`src/rtl/plane_setup_ctrl.sv`:
```
// plane_setup_ctrl
// Sequences a shared plane-setup datapath once per attribute plane of a
// triangle job, then walks every pixel of the job's square tile in raster
// order (x fastest). All outputs are decoded from state/counter flops only.

module plane_setup_ctrl #(
  parameter int SETUP_LAT      = 4,  // cycles from setup strobe to capture (1..15)
  parameter int TILE_SIZE_LOG2 = 5   // tile edge is 2^TILE_SIZE_LOG2 pixels
) (
  input  logic        clock,
  input  logic        reset,
  input  logic        tri_valid,
  output logic        tri_ready,
  input  logic [3:0]  tri_planes,
  input  logic [5:0]  tile_x,
  input  logic [5:0]  tile_y,
  input  logic        flush,
  output logic        setup,
  output logic [2:0]  plane_sel,
  output logic        plane_we,
  output logic        pix_valid,
  input  logic        pix_ready,
  output logic [10:0] x_ps,
  output logic [10:0] y_ps,
  output logic        pix_last,
  output logic        busy,
  output logic        done
);

  localparam int TS = TILE_SIZE_LOG2;

  // Last value of the wait counter before moving to CAPTURE; the wait state
  // lasts SETUP_LAT-1 cycles. Unused when SETUP_LAT is 1 (wait is skipped).
  localparam logic [3:0]    WAIT_LAST = 4'(SETUP_LAT - 2);
  localparam bit            LAT_ONE   = (SETUP_LAT == 1);
  localparam logic [TS-1:0] OFF_MAX   = {TS{1'b1}};
  localparam logic [3:0]    MAX_PLANES = 4'd8;

  typedef enum logic [2:0] {
    IDLE        = 3'd0,
    SETUP_ISSUE = 3'd1,
    SETUP_WAIT  = 3'd2,
    CAPTURE     = 3'd3,
    RASTER      = 3'd4,
    DONE        = 3'd5
  } state_t;

  state_t        r_state;
  logic [2:0]    r_plane;
  logic [3:0]    r_nplanes;
  logic [3:0]    r_wait;
  logic [5:0]    r_tile_x;
  logic [5:0]    r_tile_y;
  logic [TS-1:0] r_xo;
  logic [TS-1:0] r_yo;

  state_t        w_state;
  logic [2:0]    w_plane;
  logic [3:0]    w_nplanes;
  logic [3:0]    w_wait;
  logic [5:0]    w_tile_x;
  logic [5:0]    w_tile_y;
  logic [TS-1:0] w_xo;
  logic [TS-1:0] w_yo;
  logic [3:0]    w_planes_clamped;
  logic          w_more_planes;
  logic          w_tile_end;

  // Jobs asking for more than eight planes are limited to eight.
  always_comb begin
    if (tri_planes > MAX_PLANES) begin
      w_planes_clamped = MAX_PLANES;
    end else begin
      w_planes_clamped = tri_planes;
    end
  end

  assign w_more_planes = (({1'b0, r_plane} + 4'd1) < r_nplanes);
  assign w_tile_end    = (r_xo == OFF_MAX) && (r_yo == OFF_MAX);

  // Next-state and next-counter logic; flush outranks every other transition.
  always_comb begin
    w_state   = r_state;
    w_plane   = r_plane;
    w_nplanes = r_nplanes;
    w_wait    = r_wait;
    w_tile_x  = r_tile_x;
    w_tile_y  = r_tile_y;
    w_xo      = r_xo;
    w_yo      = r_yo;

    if (flush && (r_state != IDLE)) begin
      w_state = IDLE;
    end else begin
      case (r_state)
        IDLE: begin
          if (tri_valid) begin
            w_nplanes = w_planes_clamped;
            w_tile_x  = tile_x;
            w_tile_y  = tile_y;
            w_plane   = 3'd0;
            w_wait    = 4'd0;
            w_xo      = {TS{1'b0}};
            w_yo      = {TS{1'b0}};
            if (w_planes_clamped == 4'd0) begin
              w_state = RASTER;
            end else begin
              w_state = SETUP_ISSUE;
            end
          end else begin
            w_state = IDLE;
          end
        end

        SETUP_ISSUE: begin
          w_wait = 4'd0;
          if (LAT_ONE) begin
            w_state = CAPTURE;
          end else begin
            w_state = SETUP_WAIT;
          end
        end

        SETUP_WAIT: begin
          if (r_wait == WAIT_LAST) begin
            w_state = CAPTURE;
          end else begin
            w_wait = r_wait + 4'd1;
          end
        end

        CAPTURE: begin
          // plane_sel only moves here, after the capture strobe of its plane.
          if (w_more_planes) begin
            w_plane = r_plane + 3'd1;
            w_state = SETUP_ISSUE;
          end else begin
            w_state = RASTER;
          end
        end

        RASTER: begin
          if (pix_ready) begin
            if (w_tile_end) begin
              w_state = DONE;
            end else if (r_xo == OFF_MAX) begin
              w_xo = {TS{1'b0}};
              w_yo = r_yo + {{(TS-1){1'b0}}, 1'b1};
            end else begin
              w_xo = r_xo + {{(TS-1){1'b0}}, 1'b1};
            end
          end else begin
            w_state = RASTER;
          end
        end

        DONE: begin
          w_state = IDLE;
        end

        default: begin
          w_state = IDLE;
        end
      endcase
    end
  end

  // State and counter registers; reset returns to an empty IDLE controller.
  always_ff @(posedge clock or posedge reset) begin
    if (reset) begin
      r_state   <= IDLE;
      r_plane   <= 3'd0;
      r_nplanes <= 4'd0;
      r_wait    <= 4'd0;
      r_tile_x  <= 6'd0;
      r_tile_y  <= 6'd0;
      r_xo      <= {TS{1'b0}};
      r_yo      <= {TS{1'b0}};
    end else begin
      r_state   <= w_state;
      r_plane   <= w_plane;
      r_nplanes <= w_nplanes;
      r_wait    <= w_wait;
      r_tile_x  <= w_tile_x;
      r_tile_y  <= w_tile_y;
      r_xo      <= w_xo;
      r_yo      <= w_yo;
    end
  end

  // Output decode straight from flops: no input reaches an output.
  assign tri_ready = (r_state == IDLE);
  assign busy      = (r_state != IDLE);
  assign setup     = (r_state == SETUP_ISSUE);
  assign plane_we  = (r_state == CAPTURE);
  assign done      = (r_state == DONE);
  assign pix_valid = (r_state == RASTER);
  assign pix_last  = (r_state == RASTER) && w_tile_end;
  assign plane_sel = r_plane;

  // Tile index in the upper bits, in-tile offset in the lower bits; index 63
  // with offset 31 gives 2047 exactly.
  assign x_ps = 11'({r_tile_x, r_xo});
  assign y_ps = 11'({r_tile_y, r_yo});

endmodule

```
`config.mk`:
```
export PLATFORM = sky130hd
export DESIGN_NAME = plane_setup_ctrl
export DESIGN_NICKNAME = d
export VERILOG_FILES = /design/src/rtl/plane_setup_ctrl.sv
export SDC_FILE = /design/constraint.sdc
export NUM_CORES = 1
export LEC_CHECK = 0
export ABC_AREA = 1
export CORE_ASPECT_RATIO = 1.1
export CORE_MARGIN = 3
export CORE_UTILIZATION = 30
export CTS_CLUSTER_DIAMETER = 80
export DETAILED_ROUTE_END_ITERATION = 10
export DONT_BUFFER_PORTS = 1
export MAX_ROUTING_LAYER = met4
export SETUP_SLACK_MARGIN = 0.5
export SLEW_MARGIN = 30
export SYNTH_ARGS = -nofsm -noshare
export SYNTH_HDL_FRONTEND = slang
export SYNTH_SLANG_ARGS = --single-unit
```
`constraint.sdc`:
```
create_clock -name clock -period 2.3 [get_ports clock]
set_input_delay 0.46 -clock clock [delete_from_list [all_inputs] [get_ports clock]]
set_output_delay 0.46 -clock clock [all_outputs]
set_load 0.01 [all_outputs]
```
Word level (Yosys, flattened, before mapping)
Index checks and enable logic that the tools add are counted.
Word-level totals
  register bits: 36
  input bits: 21
  word-level logic and storage cells: 71
Operators by class
  add/sub/neg operators: 5
  order comparisons: 2
  equality and inequality tests: 16
  mux-type cells: 24
  bitwise operators: 1
  reductions and logical operators: 15
Operators with widths (count)
  5-bit 2-to-1 mux: 7
  3-bit 2-to-1 mux: 9
  5-bit one-hot mux with 2 select lines: 2
  3-bit one-hot mux with 5 select lines: 1
  4-bit 2-to-1 mux: 3
  4-bit one-hot mux with 3 select lines: 1
  5-bit by 1-bit adder with 5-bit output, second input constant: 2
  5-bit equality test, second input constant: 2
  4-bit AND reduction: 2
  3-bit by 2-bit equality test with 1-bit output, second input constant: 2
  3-bit equality test, second input constant: 2
  2-bit by 1-bit inequality test with 1-bit output, second input constant: 3
  2-bit inequality test, second input constant: 3
  3-bit one-hot mux with 2 select lines: 1
  6-bit AND reduction: 1
  3-bit nonzero test: 2
  5-bit AND reduction: 1
  3-bit by 1-bit adder with 4-bit output, second input constant: 1
  4-bit by 1-bit adder with 4-bit output, second input constant: 1
  4-bit by 2-bit equality test with 1-bit output, second input constant: 1
  4-bit greater-than comparator, second input constant: 1
  4-bit zero test: 1
  4-bit < comparator: 1
  4-bit by 2-bit inequality test with 1-bit output, second input constant: 1
  other kinds (9): 12

Logic depth before layout (Yosys ltp)
  depth after elaboration: 7
  depth in mapped cells: 12
  depth with buffers taken out: 12

Worst setup path before layout
Ideal clock, no wire load.
  path type: register -> register
  from: register r_plane[0] (netlist: plane_sel[0])
  to: register r_plane[0] (netlist: plane_sel[0])
  setup time: 0.117 ns
  arrival: 1.716 ns
  required time: 2.183 ns
  path slack: 0.467 ns
  stages on the path, launching flop included: 13
  cells stage by stage: dfrtp_1 -> ha_1 -> or2_2 -> nand2_1 -> ha_1 -> nand2_1 -> inv_1 -> nand2_1 -> nand2_1 -> nand2_1 -> nand2_1 -> nand2_1 -> nand2_1
On the way
  cells in the longest elaborated chain, start to end: 4
  elaborated cells between the ends (all ways): 7
  classes of those cells: add/sub: 2; order compare: 1; eq/ne: 1; mux: 2; reduce/logical: 1
Ends and longest elaborated chain
  from (decl): line 49  | logic [2:0] r_plane;
  from (signal assigned): line 181  | r_plane <= w_plane;
  3-bit by 1-bit adder with 4-bit output: line 78  | assign w_more_planes = (({1'b0, r_plane} + 4'd1) < r_nplanes);
  4-bit < comparator: line 78
  2-bit by 1-bit inequality test with 1-bit output (no source line)
  4-bit AND reduction (no source line)
Several ways; a longest one is shown, not always the timed one. The select of a mux whose other input is x is not followed.
A chain may end at the register's enable or synchronous reset.

Worst setup path after layout
  from: register r_xo[0]
  to: output port pix_last
On the way
  cells in the longest elaborated chain, start to end: 3
Ends and longest elaborated chain
  from (decl): line 54  | logic [TS-1:0] r_xo;
  from (signal assigned): line 177  | r_xo <= {TS{1'b0}};
  from (signal assigned): line 186  | r_xo <= w_xo;
  5-bit equality test: line 79  | assign w_tile_end = (r_xo == OFF_MAX) && (r_yo == OFF_MAX);
  1-bit logical AND: line 79
  1-bit logical AND: line 198  | assign pix_last = (r_state == RASTER) && w_tile_end;
  to (decl): line 25  | output logic pix_last,
Every way passes these cells.

==> results_dict.tcl <==
set metrics [dict create \
    die_area_um2 7590 \
    finalHoldViolCount 0 \
    coreArea_um2 6270 \
    crit_required_ns 1.84 \
    antenna_found_initial 0 \
    r2r_start "plane_sel[0]$_DFFE_PP0P_" \
    dp_hpwl_um 3180 \
    path_clk_slew_ns 0.07 \
    routabilityCongestion 0.765 \
    clock_tree.root_cell "clkbuf_8" \
    placementRows 30 \
    grt_pass1_vias 1616 \
    cts_tree "yes" \
    final_util_pct 39.4 \
    synth.distinct_cells 28 \
    vdd_drop_max_mv 0.346 \
    yosys-top-cells-area "dfrtp_1 46%, nand2_1 19%, ha_1 6.3%" \
    drive_gt1_share_pct 29.2 \
    leakage_nw 1.22 \
    drt_iter0_drc 72 \
    path_max_fanout 6 \
    powerDensity_nw_per_um2 1020 \
    worstSetupStartpoint "r_xo[0]$_DFFE_PP0P_" \
    htree_levels 2 \
    min_period_ns 1.93 \
    drv_cap 0 \
    area_growth_pct 25.0 \
    status "complete, no violations" \
    grt_use_total_pct 12.8 \
    synthFlopType "dfrtp_1" \
    io_buffer_count 0 \
    initial_core_util_pct 31.5 \
    wl_um 4790 \
    fin_tns_setup_ns 0 \
    clock-sinks 36 \
    routedWlPerCell_um 13.7 \
    setup_viol 0 \
    cts-buffers-inserted 5 \
    syn_inst 251 \
    crit_path_top_delay_cell "dfrtp_2" \
    fill_cells 629 \
    overflow 0 \
    start_kind "flip-flop" \
    yosys-top-cells-count "99 x nand2_1, 36 x dfrtp_1, 27 x inv_1" \
    rsz0062_at_grt "yes" \
    synth_most_common_cell "nand2_1" \
    crit_arrival_ns 1.47 \
    clockBufferDepth 2 \
    yosysSeqAreaShare_pct 45.7 \
    yosysWarnings 0 \
    critPathMaxStageDelay_ns 0.47 \
    syn_nets 282 \
    end_kind "output port" \
    hold_path.class "input pin to async pin" \
    netlist.area_leader.share_pct 45.7 \
    grt_pass1_wl_um 7640 \
    insertion_delay_ns 0.28 \
    grt_max_degree 37 \
    syn_area_per_cell_um2 7.86 \
    async_flop_share_pct 100 \
    chipHeight_um 91.1 \
    clock_skew_ns 0.00662 \
    fin_crit_sh_pct 84.1 \
    remaining_drc_errors 0 \
    detail-route-antenna-nets 0 \
    slew_headroom_pct 67.8 \
    path_class "flip-flop to output port" \
    drt_pass1_iterations 4 \
    fmax_mhz 517 \
    vias_per_cell 4.70 \
    diodes 0 \
    maxSlewViolCount 0 \
    vias 1648 \
    path_cells "ha_4 -> nand2_4 -> nor2_4 -> ha_4 -> nand2_4 -> nor2_4" \
    ys_ff_latch 36 \
    max_slew.worst_pin.slew_ns 0.483 \
    fin_nets 301 \
    syn-cell-area_um2 1970 \
    synth_edf_count 0 \
    ios 53 \
    yosysTopAreaCell "dfrtp_1" \
    die_x_um 83.3 \
]
-- repair_timing --
item / CTS / global route
endpoints found under the setup margin: 12 / 17
buffers inserted: 7 / 6
gates resized for setup: 24 / 37
hold buffers: 0 / 0
pin swaps: 9 / 15
-- metal layers --
layer	track usage [%]	share of wire [%]	vias to the layer above
li1	-	-	834
met1	14.6	41	767
met5	-	0	-
met2	21.4	52	38
met4	4.09	1.9	0
met3	4.08	5.7	9
-- logic make-up after synthesis --
kind of cell	share of synthesized area, %
AND/OR/NAND/NOR	33.7
buffers and inverters	6.34
flip-flops	45.7
AO/OA/AOI/OAI	7.10
XOR/XNOR	0.888
adder cells (fa/ha/maj)	6.34
-- path summary, 6_finish.rpt --
check | cells past startpoint | slack (ns) | end
setup / recovery | 6 | 0.37 | pix_last
hold / removal | 2 | 0.17 | r_xo[1]$_DFFE_PP0P_
setup reg to reg | 12 | 0.53 | plane_sel[1]$_DFFE_PP0P_
hold reg to reg | 2 | 0.50 | r_nplanes[0]$_DFFE_PP0P_
max in group asynchronous | 2 | 1.77 | r_xo[0]$_DFFE_PP0P_
min in group clock | 1 | 0.24 | r_state[1]$_DFFE_PP0P_
-- critical path, delay by kind of cell (launching register included) --
kind | cells | cell delay, ns
DFF | 1 | 0.47
adders and majority gates | 2 | 0.34
and+or+nand+nor | 4 | 0.38
-- layout by cell type, fill, tap and decap left out, types with 2 or more instances in the layout --
| cell | instances |
|---|---|
| nand2_1 | 85 |
| dfrtp_1 | 27 |
| inv_1 | 22 |
| nand2_2 | 11 |
| nor2_1 | 11 |
| buf_4 | 11 |
| o21ai_1 | 10 |
| nand3_1 | 9 |
| dfrtp_2 | 9 |
| nand2_4 | 8 |
| a21oi_1 | 6 |
| clkbuf_8 | 6 |
| inv_2 | 5 |
| nand4_1 | 5 |
| ha_4 | 5 |
| nor2_4 | 4 |
| ha_1 | 4 |
| nor3_1 | 3 |
| buf_6 | 3 |
| nand3_4 | 2 |
| o21ai_2 | 2 |
| o22ai_1 | 2 |
| o21ai_0 | 2 |
| or2_2 | 2 |
| xor2_1 | 2 |
| nor3_2 | 2 |
| clkbuf_1 | 2 |
-- where the power goes --
group	switching [mW]	internal, mW
combinational	0.665	0.351
clock	0.222	0.245
sequential	0.220	0.816
-- through the flow --
stage          power (mW)  cells  hold WS (ns)  instance area [um2]  setup WS, ns
5_1_grt              2.74    351         0.194                 2470         0.291
3_5_place_dp         1.89    330         0.482                 2070         0.376
4_1_cts              2.43    345         0.187                 2300         0.350
2_1_floorplan        1.69    251         0.459                 1980         0.510
3_3_place_gp         1.86    330         0.477                 2070         0.394
6_report             2.52    351         0.174                 2470         0.365
-- sequential cells by signal, summed over array words and instances (netlist names) --
register,cells
plane_sel,3
r_nplanes,4
r_state,3
r_tile_x,6
r_tile_y,6
r_wait,4
r_xo,5
r_yo,5
-- cell type report --
cell class / count / area, um2 / share of cell area, %
clock buffers: 8 / 90.1 / 3.65
multi-input cells: 183 / 1130 / 45.7
inverters: 30 / 121 / 4.92
flip-flops and latches: 36 / 912 / 37.0
repair buffers: 14 / 116 / 4.72
well taps: 80 / 100 / 4.06
(Power assumes the default switching activity.)
